<file path="src/rtl/dest_ip_filter_reg_ctrl.sv">
// Host register window onto the destination-IP filter table: ENTRY_IP, RD_ADDR,
// WR_ADDR and STATUS turn host accesses into single-pulse table read/write requests.
module dest_ip_filter_reg_ctrl #(
  parameter int unsigned LUT_DEPTH      = 32,
  parameter int unsigned LUT_DEPTH_BITS = 5,
  parameter int unsigned TIMEOUT_CYCLES = 255
) (
  input  logic                      clk,
  input  logic                      reset,
  input  logic                      reg_req,
  input  logic                      reg_rd_wr_L,
  input  logic [1:0]                reg_addr,
  input  logic [31:0]               reg_wr_data,
  output logic                      reg_ack,
  output logic [31:0]               reg_rd_data,
  output logic [LUT_DEPTH_BITS-1:0] dest_ip_filter_rd_addr,
  output logic                      dest_ip_filter_rd_req,
  input  logic [31:0]               dest_ip_filter_rd_ip,
  input  logic                      dest_ip_filter_rd_ack,
  output logic [LUT_DEPTH_BITS-1:0] dest_ip_filter_wr_addr,
  output logic                      dest_ip_filter_wr_req,
  output logic [31:0]               dest_ip_filter_wr_ip,
  input  logic                      dest_ip_filter_wr_ack
);

  if (LUT_DEPTH == 0 || LUT_DEPTH > (1 << LUT_DEPTH_BITS)) begin : g_bad_depth
    $error("LUT_DEPTH must be 1..2**LUT_DEPTH_BITS");
  end
  if (TIMEOUT_CYCLES < 1 || TIMEOUT_CYCLES > 65535) begin : g_bad_timeout
    $error("TIMEOUT_CYCLES must be 1..65535");
  end

  typedef enum logic [2:0] {
    IDLE,
    WR_ISSUE,
    WR_WAIT,
    RD_ISSUE,
    RD_WAIT,
    DONE
  } state_t;

  localparam logic [1:0]  ADDR_ENTRY_IP = 2'd0;
  localparam logic [1:0]  ADDR_RD_ADDR  = 2'd1;
  localparam logic [1:0]  ADDR_WR_ADDR  = 2'd2;
  localparam logic [15:0] TIMEOUT_LIMIT = 16'(TIMEOUT_CYCLES);

  state_t      state;
  logic [31:0] entry_ip;
  logic        timed_out;
  logic        overrun;
  logic [15:0] timeout_count;
  logic [15:0] wait_count;
  logic [31:0] status_word;
  logic [31:0] read_mux;

  // The index registers double as the table address outputs, and ENTRY_IP as
  // the write data, so they are stable for the whole operation by construction.
  assign dest_ip_filter_wr_ip = entry_ip;
  assign status_word = {timeout_count, 13'd0, overrun, timed_out, state != IDLE};

  always_comb begin
    read_mux = '0;
    case (reg_addr)
      ADDR_ENTRY_IP: read_mux = entry_ip;
      ADDR_RD_ADDR:  read_mux = 32'(dest_ip_filter_rd_addr);
      ADDR_WR_ADDR:  read_mux = 32'(dest_ip_filter_wr_addr);
      default:       read_mux = status_word;
    endcase
  end

  always_ff @(posedge clk) begin
    if (reset) begin
      state                  <= IDLE;
      entry_ip               <= '0;
      timed_out              <= 1'b0;
      overrun                <= 1'b0;
      timeout_count          <= '0;
      wait_count             <= '0;
      reg_ack                <= 1'b0;
      reg_rd_data            <= '0;
      dest_ip_filter_rd_addr <= '0;
      dest_ip_filter_rd_req  <= 1'b0;
      dest_ip_filter_wr_addr <= '0;
      dest_ip_filter_wr_req  <= 1'b0;
    end else begin
      reg_ack               <= 1'b0;
      reg_rd_data           <= '0;
      dest_ip_filter_rd_req <= 1'b0;
      dest_ip_filter_wr_req <= 1'b0;

      if (reg_req && state != IDLE) begin
        overrun <= 1'b1;
      end

      case (state)
        IDLE: begin
          if (reg_req) begin
            if (reg_rd_wr_L) begin
              reg_ack     <= 1'b1;
              reg_rd_data <= read_mux;
            end else begin
              case (reg_addr)
                ADDR_ENTRY_IP: begin
                  entry_ip <= reg_wr_data;
                  reg_ack  <= 1'b1;
                end
                ADDR_RD_ADDR: begin
                  dest_ip_filter_rd_addr <= reg_wr_data[LUT_DEPTH_BITS-1:0];
                  dest_ip_filter_rd_req  <= 1'b1;
                  state                  <= RD_ISSUE;
                end
                ADDR_WR_ADDR: begin
                  dest_ip_filter_wr_addr <= reg_wr_data[LUT_DEPTH_BITS-1:0];
                  dest_ip_filter_wr_req  <= 1'b1;
                  state                  <= WR_ISSUE;
                end
                default: begin
                  timed_out     <= 1'b0;
                  overrun       <= 1'b0;
                  timeout_count <= '0;
                  reg_ack       <= 1'b1;
                end
              endcase
            end
          end
        end

        WR_ISSUE: begin
          wait_count <= 16'd1;
          state      <= WR_WAIT;
        end

        RD_ISSUE: begin
          wait_count <= 16'd1;
          state      <= RD_WAIT;
        end

        WR_WAIT, RD_WAIT: begin
          // Ack is tested before the limit so a same-cycle ack counts as success.
          if ((state == WR_WAIT && dest_ip_filter_wr_ack) ||
              (state == RD_WAIT && dest_ip_filter_rd_ack)) begin
            if (state == RD_WAIT) begin
              entry_ip <= dest_ip_filter_rd_ip;
            end
            timed_out <= 1'b0;
            reg_ack   <= 1'b1;
            state     <= DONE;
          end else if (wait_count >= TIMEOUT_LIMIT) begin
            timed_out <= 1'b1;
            if (timeout_count != 16'hFFFF) begin
              timeout_count <= timeout_count + 16'd1;
            end
            reg_ack <= 1'b1;
            state   <= DONE;
          end else begin
            wait_count <= wait_count + 16'd1;
          end
        end

        DONE: begin
          state <= IDLE;
        end

        default: begin
          state <= IDLE;
        end
      endcase
    end
  end

endmodule

</file>
<file path="config.mk">
export PLATFORM = sky130hd
export DESIGN_NAME = dest_ip_filter_reg_ctrl
export DESIGN_NICKNAME = d
export VERILOG_FILES = /design/src/rtl/dest_ip_filter_reg_ctrl.sv
export SDC_FILE = /design/constraint.sdc
export NUM_CORES = 1
export LEC_CHECK = 0
export CAP_MARGIN = 20
export CORE_AREA = 4 4 116 118
export DETAILED_ROUTE_END_ITERATION = 7
export DIE_AREA = 0 0 120 122
export PLACE_DENSITY = 0.65
export SLEW_MARGIN = 20
export SYNTH_ARGS = -nofsm -noshare
export SYNTH_HDL_FRONTEND = slang
export SYNTH_SLANG_ARGS = --single-unit
</file>
<file path="constraint.sdc">
create_clock -name clk -period 2.95 [get_ports clk]
set_clock_uncertainty 0.05 [all_clocks]
set_input_delay 0.4425 -clock clk [delete_from_list [all_inputs] [get_ports clk]]
set_output_delay 0.4425 -clock clk [all_outputs]
set_load 0.02 [all_outputs]
</file>
==> impl_metrics.prom, run 1 <==
# TYPE chip_impl_metric gauge
chip_impl_metric{name="synth.yosys.warnings",unit=""} 0
chip_impl_metric{name="layout.nets",unit=""} 774
chip_impl_metric{name="synthArstFlopShare",unit=""} 0
chip_impl_metric{name="die_outline_area",unit="sq um"} 14600
chip_impl_metric{name="residual_drc_count",unit=""} 0
chip_impl_metric{name="vias_per_cell",unit=""} 5.27
chip_impl_metric{name="clock-sinks",unit=""} 114
chip_impl_metric{name="power.sequential.fraction",unit=""} 0.354
chip_impl_info{name="run_status",value="completed"} 1
chip_impl_metric{name="largest_fanout_on_the_critical_path",unit=""} 20
chip_impl_metric{name="final_area",unit="sq um"} 7090
chip_impl_metric{name="area.growth.synth_to_final",unit="%"} 44.7
chip_impl_metric{name="initial_core_util",unit=""} 0.393
chip_impl_metric{name="fillCellCount",unit=""} 1145
chip_impl_metric{name="worst_slew_pin_slew",unit="ps"} 924
chip_impl_metric{name="pwr-share-clk",unit=""} 0.379
chip_impl_metric{name="wl_per_cell",unit="um"} 15.7
chip_impl_metric{name="slew-limit-headroom",unit=""} 0.381
chip_impl_metric{name="syn-cell-area",unit="sq um"} 4900
chip_impl_metric{name="timing.final.crit_share",unit=""} 0.812
chip_impl_metric{name="drt_pass1_iterations",unit=""} 5
chip_impl_metric{name="cts_setup_buffers",unit=""} 0
chip_impl_metric{name="ys_seq_elements",unit=""} 114
chip_impl_info{name="worst_min_delay_path_category",value="flip-flop to flip-flop"} 1
chip_impl_metric{name="internal_power",unit="W"} 0.00355
chip_impl_info{name="synth_top_cell_by_area",value="sky130_fd_sc_hd__dfxtp_1"} 1
chip_impl_metric{name="wire_length_of_the_first_global_routing_pass",unit="mm"} 22.2
chip_impl_info{name="cts-root-buf",value="sky130_fd_sc_hd__clkbuf_16"} 1
chip_impl_info{name="crit_type",value="flip-flop to flip-flop"} 1
chip_impl_metric{name="clk_latency",unit="ps"} 400
chip_impl_metric{name="syn-num-nets",unit=""} 636
chip_impl_metric{name="synthesis.instances",unit=""} 558
chip_impl_metric{name="final_wl",unit="mm"} 13.8
chip_impl_metric{name="drt_iter0_markers",unit=""} 249
chip_impl_info{name="end_kind",value="flip-flop"} 1
chip_impl_metric{name="synth_enable_flop_cells",unit=""} 0
chip_impl_info{name="unrepaired_setup_endpoints_after_global_routing",value="no"} 1
chip_impl_metric{name="synth.distinct_cells",unit=""} 51
chip_impl_metric{name="synthDominantCellAreaShare",unit=""} 0.465
chip_impl_metric{name="power",unit="W"} 0.00515
chip_impl_metric{name="htreeDepth",unit=""} 4
chip_impl_metric{name="io_pins",unit=""} 149
chip_impl_info{name="kind_of_start_point_of_the_critical_path",value="flip-flop"} 1
chip_impl_metric{name="diodes",unit=""} 0
chip_impl_metric{name="critical_path_arrival",unit="ps"} 2680
chip_impl_metric{name="cts_max_path_buffers",unit=""} 2
chip_impl_metric{name="layout_min_cycle_time",unit="ps"} 2400
chip_impl_metric{name="totalNegativeSetupSlack",unit="ps"} 0
chip_impl_metric{name="switching_share",unit=""} 0.312
chip_impl_metric{name="max_cap_viol_count",unit=""} 0
chip_impl_metric{name="worst_ep_required_time",unit="ps"} 3240
chip_impl_metric{name="cts_hold_repair.buffers",unit=""} 0
chip_impl_metric{name="grt_pass1_vias",unit=""} 4597
chip_impl_metric{name="placement.cell_area",unit="sq um"} 6530
chip_impl_info{name="most_instantiated_library_cell_after_synthesis",value="sky130_fd_sc_hd__dfxtp_1"} 1
chip_impl_info{name="cts_tree",value="done"} 1
chip_impl_metric{name="die_boundary_height",unit="um"} 122
chip_impl_metric{name="drtAntennaViolNets",unit=""} 0
chip_impl_metric{name="clkTransAtPathRegs",unit="ps"} 50
chip_impl_metric{name="globalRouteTotalUtil",unit=""} 0.188
chip_impl_metric{name="chipWidth",unit="um"} 120
chip_impl_metric{name="leakage",unit="nW"} 2.49
chip_impl_metric{name="maximum_number_of_pins_on_one_net_before_global_route_repair",unit=""} 65
chip_impl_metric{name="antenna_found_initial",unit=""} 0
chip_impl_info{name="synth.area.top_cells",value="sky130_fd_sc_hd__dfxtp_1 (47%), sky130_fd_sc_hd__mux2i_1 (6.9%), sky130_fd_sc_hd__nor2_1 (5.9%)"} 1
chip_impl_metric{name="postCtsResizedCells",unit=""} 0
chip_impl_info{name="synth_top_flop_cell",value="sky130_fd_sc_hd__dfxtp_1"} 1
chip_impl_metric{name="routed-via-count",unit=""} 4634
chip_impl_metric{name="power_per_cell_area",unit="nW/um^2"} 726
chip_impl_metric{name="power_frac_comb",unit=""} 0.267
chip_impl_metric{name="grt.overflow.total",unit=""} 0
chip_impl_metric{name="synthesis.area_per_instance",unit="sq um"} 8.79
chip_impl_metric{name="place_congestion",unit=""} 0.844
chip_impl_metric{name="post_route_cells_drive_above_1_share",unit=""} 0.0734
chip_impl_metric{name="buffer_ports.inserted",unit=""} 148
chip_impl_metric{name="worst_ir_drop_vdd",unit="V"} 0.000355
chip_impl_metric{name="setup-violations-final",unit=""} 0
chip_impl_metric{name="power.net_switching",unit="W"} 0.00161
chip_impl_metric{name="core-area",unit="sq um"} 12500
chip_impl_metric{name="fmaxAchievable",unit="MHz"} 417
chip_impl_metric{name="tritoncts.num_buffers",unit=""} 17
chip_impl_metric{name="dp_hpwl",unit="mm"} 9.99
chip_impl_metric{name="report.final.hold_viol_count",unit=""} 0
chip_impl_metric{name="final_slew_violations",unit=""} 0
chip_impl_metric{name="placementRows",unit=""} 41
chip_impl_metric{name="synth_sequential_area_ratio",unit=""} 0.465
chip_impl_info{name="yosys-top-cells-count",value="sky130_fd_sc_hd__dfxtp_1 (114), sky130_fd_sc_hd__nor2_1 (77), sky130_fd_sc_hd__a21oi_1 (49)"} 1
==> routing by layer <==
layer  part of all wire  up-vias  global-route usage
met3              0.078       19              0.0747
met1               0.42     2164               0.218
li1                   -     2309                   -
met4              0.013        0              0.0623
met5                  0        -                   0
met2               0.49      142               0.317
==> state kept, by name, indices dropped and copies added (netlist names), 3 cells and up <==
name                    count
wait_count                 16
state                       3
dest_ip_filter_wr_ip       32
timeout_count              16
dest_ip_filter_wr_addr      5
reg_rd_data                32
dest_ip_filter_rd_addr      5
==> critical path, cell delays in order, from the launching register on <==
cell and delay, ps:
sky130_fd_sc_hd__dfxtp_1 460, sky130_fd_sc_hd__or3_1 540, sky130_fd_sc_hd__o211ai_2 310, sky130_fd_sc_hd__o21ai_2 260, sky130_fd_sc_hd__or4_4 580, sky130_fd_sc_hd__a21oi_2 140
==> path summary, 6_finish.rpt <==
path                                                  from                            end  slack (ps)  depth (start not counted)
worst min-delay path            wait_count[9]$_SDFFE_PP0P_     wait_count[9]$_SDFFE_PP0P_         410                          1
worst max-delay path                 state[0]$_SDFFE_PP0P_  timeout_count[5]$_SDFFE_PP0P_         550                          5
worst min register to register  wait_count[9]$_SDFFE_PP0P_     wait_count[9]$_SDFFE_PP0P_         410                          1
worst max register to register       state[0]$_SDFFE_PP0P_  timeout_count[5]$_SDFFE_PP0P_         550                          5
==> power by group through the flow <==
stage	Combinational, W	Clock, W	Sequential (W)
2_1_floorplan	0.000763	0	0.00194
3_3_place_gp	0.00137	0	0.00185
3_5_place_dp	0.00138	0	0.00186
4_1_cts	0.00139	0.00198	0.00183
5_1_grt	0.00150	0.00205	0.00185
6_report	0.00137	0.00195	0.00183
==> layout by cell type (no fill, tap or decap), types with 6 or more instances in the layout <==
cell	netlist	routed
sky130_fd_sc_hd__clkdlybuf4s50_1	0	147
sky130_fd_sc_hd__dfxtp_1	114	114
sky130_fd_sc_hd__nor2_1	77	77
sky130_fd_sc_hd__a21oi_1	49	49
sky130_fd_sc_hd__nand2_1	46	46
sky130_fd_sc_hd__mux2i_1	34	34
sky130_fd_sc_hd__a211oi_1	32	32
sky130_fd_sc_hd__nand3_1	20	20
sky130_fd_sc_hd__clkbuf_16	0	17
sky130_fd_sc_hd__and3_1	15	15
sky130_fd_sc_hd__inv_1	12	12
sky130_fd_sc_hd__o31ai_1	11	11
sky130_fd_sc_hd__or3_1	9	9
sky130_fd_sc_hd__and2_1	9	9
sky130_fd_sc_hd__or4_1	9	9
sky130_fd_sc_hd__o21ai_0	9	9
sky130_fd_sc_hd__buf_4	0	8
sky130_fd_sc_hd__nand2b_1	6	6
sky130_fd_sc_hd__nor4_1	6	6
sky130_fd_sc_hd__ha_1	6	6
==> metrics by stage <==
step | util | setup WS (ps) | cells | hold slack, ps
final | 0.569 | 555 | 880 | 406
after global routing | 0.569 | 337 | 880 | 421
after CTS | 0.569 | 551 | 880 | 410
after detailed placement | 0.524 | 289 | 849 | 396
after global placement | 0.524 | 342 | 849 | 393
after floorplan | - | 890 | 558 | 380
==> cell type report <==
class | count | area (sq um) | area share
flip-flops and latches | 114 | 2280 | 0.322
clock buffers | 18 | 429 | 0.0605
multi-input cells | 394 | 2430 | 0.342
inverters | 12 | 45.0 | 0.00635
well taps | 172 | 215 | 0.0303
clock inverters | 13 | 139 | 0.0196
repair buffers | 157 | 1560 | 0.219
==> cells by family (layout without fill, tap and decap cells) <==
| logic type | after synthesis | after routing | share of synthesized area |
|---|---|---|---|
| simple gates | 224 | 224 | 0.231 |
| compound gates | 130 | 130 | 0.177 |
| flops | 114 | 114 | 0.465 |
| buf+inv | 50 | 200 | 0.0424 |
| mux | 34 | 34 | 0.0694 |
| fa+ha+maj | 6 | 6 | 0.0153 |
No activity file was read; power rests on OpenSTA's default activity.
==> run 2, diff against run 1 <==
--- a/config.mk
+++ b/config.mk
@@ -9,7 +9,7 @@
 export CORE_AREA = 4 4 116 118
 export DETAILED_ROUTE_END_ITERATION = 7
 export DIE_AREA = 0 0 120 122
-export PLACE_DENSITY = 0.65
+export PLACE_DENSITY = 0.68
 export SLEW_MARGIN = 20
 export SYNTH_ARGS = -nofsm -noshare
 export SYNTH_HDL_FRONTEND = slang
==> constraint.sdc (replaced) <==
create_clock -name clk -period 2.1 [get_ports clk]
set_clock_uncertainty 0.05 [all_clocks]
set_input_delay 0.315 -clock clk [delete_from_list [all_inputs] [get_ports clk]]
set_output_delay 0.315 -clock clk [all_outputs]
set_load 0.02 [all_outputs]
==> run 2 against run 1 <==
Final cell count grew 4.7%. Worst setup slack lost 510 ps. Clock power grew 50%. Worst hold slack lost 280 ps. Largest cell class unchanged.
==> impl_metrics.prom, run 2 (synthesis results as in run 1) <==
# TYPE chip_impl_metric gauge
chip_impl_metric{name="vias_per_cell",unit=""} 5.33
chip_impl_metric{name="die_boundary_height",unit="um"} 122
chip_impl_metric{name="clkTransAtPathRegs",unit="ps"} 50
chip_impl_metric{name="final_wl",unit="mm"} 14.7
chip_impl_metric{name="die_outline_area",unit="sq um"} 14600
chip_impl_metric{name="dp_hpwl",unit="mm"} 10.7
chip_impl_metric{name="tritoncts.num_buffers",unit=""} 17
chip_impl_metric{name="residual_drc_count",unit=""} 0
chip_impl_metric{name="power.sequential.fraction",unit=""} 0.331
chip_impl_metric{name="seqCellArea",unit="sq um"} 2290
chip_impl_info{name="layout.cells.most_common_list",value="sky130_fd_sc_hd__clkdlybuf4s50_1 (145), sky130_fd_sc_hd__dfxtp_1 (111), sky130_fd_sc_hd__nor2_1 (77)"} 1
chip_impl_metric{name="cts_max_path_buffers",unit=""} 2
chip_impl_metric{name="buffer_ports.inserted",unit=""} 148
chip_impl_metric{name="htreeDepth",unit=""} 4
chip_impl_info{name="end_kind",value="flip-flop"} 1
chip_impl_metric{name="grt.overflow.total",unit=""} 0
chip_impl_metric{name="max_cap_viol_count",unit=""} 0
chip_impl_info{name="crit_type",value="flip-flop to flip-flop"} 1
chip_impl_metric{name="cts_hold_repair.buffers",unit=""} 0
chip_impl_metric{name="wl_per_cell",unit="um"} 16.0
chip_impl_info{name="cts-root-buf",value="sky130_fd_sc_hd__clkbuf_16"} 1
chip_impl_metric{name="fmaxAchievable",unit="MHz"} 486
chip_impl_metric{name="antenna_found_initial",unit=""} 0
chip_impl_metric{name="worst_slew_pin_slew",unit="ps"} 478
chip_impl_metric{name="post_route_cells_drive_above_1_share",unit=""} 0.139
chip_impl_metric{name="diodes",unit=""} 0
chip_impl_metric{name="grt_pass1_vias",unit=""} 4820
chip_impl_metric{name="hold_path_depth",unit=""} 2
chip_impl_metric{name="worstRegToRegCells",unit=""} 6
chip_impl_metric{name="worst_ep_required_time",unit="ps"} 2330
chip_impl_metric{name="core-area",unit="sq um"} 12500
chip_impl_metric{name="drt_iter0_markers",unit=""} 340
chip_impl_metric{name="wire_length_of_the_first_global_routing_pass",unit="mm"} 23.3
chip_impl_metric{name="setup-violations-final",unit=""} 0
chip_impl_metric{name="place_congestion",unit=""} 0.852
chip_impl_metric{name="critical_path_arrival",unit="ps"} 2280
chip_impl_metric{name="switching_share",unit=""} 0.296
chip_impl_info{name="cts_tree",value="done"} 1
chip_impl_info{name="kind_of_start_point_of_the_critical_path",value="flip-flop"} 1
chip_impl_metric{name="totalNegativeSetupSlack",unit="ps"} 0
chip_impl_info{name="run_status",value="completed"} 1
chip_impl_metric{name="layout_min_cycle_time",unit="ps"} 2060
chip_impl_metric{name="leakage",unit="nW"} 2.74
chip_impl_metric{name="power_per_cell_area",unit="nW/um^2"} 1020
chip_impl_metric{name="final_area",unit="sq um"} 7530
chip_impl_metric{name="clock-sinks",unit=""} 114
chip_impl_info{name="unrepaired_setup_endpoints_after_global_routing",value="yes"} 1
chip_impl_metric{name="clk_latency",unit="ps"} 410
chip_impl_metric{name="fillCellCount",unit=""} 1072
chip_impl_metric{name="area.growth.synth_to_final",unit="%"} 53.5
chip_impl_metric{name="chipWidth",unit="um"} 120
chip_impl_info{name="worst_min_delay_path_category",value="input pin to flip-flop"} 1
chip_impl_metric{name="pwr-share-clk",unit=""} 0.383
chip_impl_info{name="layout.cells.most_common",value="sky130_fd_sc_hd__clkdlybuf4s50_1"} 1
chip_impl_metric{name="globalRouteTotalUtil",unit=""} 0.198
chip_impl_metric{name="drt_pass1_iterations",unit=""} 7
chip_impl_metric{name="power_frac_comb",unit=""} 0.285
chip_impl_metric{name="routed-via-count",unit=""} 4907
chip_impl_metric{name="largest_fanout_on_the_critical_path",unit=""} 9
chip_impl_metric{name="power.net_switching",unit="W"} 0.00226
chip_impl_metric{name="placementRows",unit=""} 41
chip_impl_metric{name="final_slew_violations",unit=""} 0
chip_impl_metric{name="placement.cell_area",unit="sq um"} 6820
chip_impl_metric{name="report.final.hold_viol_count",unit=""} 0
chip_impl_metric{name="worst_ir_drop_vdd",unit="V"} 0.000567
chip_impl_metric{name="layout.nets",unit=""} 815
chip_impl_metric{name="drtAntennaViolNets",unit=""} 0
chip_impl_metric{name="io_pins",unit=""} 149
chip_impl_metric{name="maximum_number_of_pins_on_one_net_before_global_route_repair",unit=""} 65
chip_impl_metric{name="initial_core_util",unit=""} 0.393
chip_impl_metric{name="multiInputGateArea",unit="sq um"} 2490
chip_impl_metric{name="internal_power",unit="W"} 0.00539
chip_impl_metric{name="timing.final.crit_share",unit=""} 0.980
chip_impl_metric{name="slew-limit-headroom",unit=""} 0.678
run 2: cell count changes in the layout (fill, tap and decap cells not counted), sizes merged:
cell / change
buf: +40
clkbuf: +4
clkinvlp: -3
clkdlybuf4s50: -2
dlymetal6s2s: +2
bufinv: +1
clkinv: -1
inv: -1
o21ai: +1
run 2: path summary, 6_finish.rpt:
check | endpoint | start | slack (ps)
hold / removal | overrun$_SDFF_PP0_ | reset | 130
hold reg to reg | dest_ip_filter_wr_addr[3]$_SDFFE_PP0P_ | dest_ip_filter_wr_addr[3]$_SDFFE_PP0P_ | 420
setup reg to reg | timeout_count[12]$_SDFFE_PP0P_ | timeout_count[11]$_SDFFE_PP0P_ | 40
setup / recovery | timeout_count[12]$_SDFFE_PP0P_ | timeout_count[11]$_SDFFE_PP0P_ | 40
run 2: routing by layer:
metal / part of all wire / wire length, um / track usage / vias up
met5: 0 / 0 / 0 / -
met4: 0.011 / 165 / 0.0594 / 0
met3: 0.074 / 1090 / 0.0724 / 19
met2: 0.51 / 7440 / 0.349 / 194
met1: 0.41 / 6000 / 0.226 / 2313
li1: - / - / - / 2381
run 2: layout make-up:
class / count / area share
tap: 172 / 0.0286
clock inverter: 9 / 0.0171
clock buffer: 22 / 0.0643
timing repair buffer: 197 / 0.250
multi-input combinational: 395 / 0.331
sequential: 114 / 0.304
inverter: 12 / 0.00598
run 2: critical path, cell delays in order, from the launching register on:
cell                      delay [ps]
sky130_fd_sc_hd__dfxtp_1         440
sky130_fd_sc_hd__nand4_1         240
sky130_fd_sc_hd__nor4_1          420
sky130_fd_sc_hd__buf_4           210
sky130_fd_sc_hd__and3_1          320
sky130_fd_sc_hd__nor4_1          120
sky130_fd_sc_hd__mux2i_1         130
run 2: power groups by stage:
stage	registers, W	logic (W)	clock network (W)
after floorplan	0.00272	0.00107	0
after detailed placement	0.00257	0.00214	0
after global routing	0.00256	0.00237	0.00310
after global placement	0.00256	0.00211	0
after CTS	0.00253	0.00215	0.00299
final	0.00253	0.00218	0.00293
run 2: what timing repair did:
| item | in CTS | in global routing |
|---|---|---|
| buffers inserted | 0 | 2 |
| gates cloned | 0 | 1 |
| pin swaps | 0 | 2 |
| endpoints found under the setup margin | 1 | 18 |
| gates resized for setup | 1 | 18 |
run 2: per-stage QoR:
| step | setup slack [ps] | cells | hold slack, ps | utilization | total power (W) |
|---|---|---|---|---|---|
| detailed placement | -324 | 887 | 400 | 0.547 | 0.00471 |
| floorplan | 40.0 | 558 | 380 | - | 0.00380 |
| finish | 41.9 | 921 | 130 | 0.604 | 0.00765 |
| CTS | 0.108 | 918 | 113 | 0.597 | 0.00767 |
| global placement | -302 | 887 | 393 | 0.547 | 0.00467 |
| global route | -110 | 921 | 128 | 0.604 | 0.00803 |
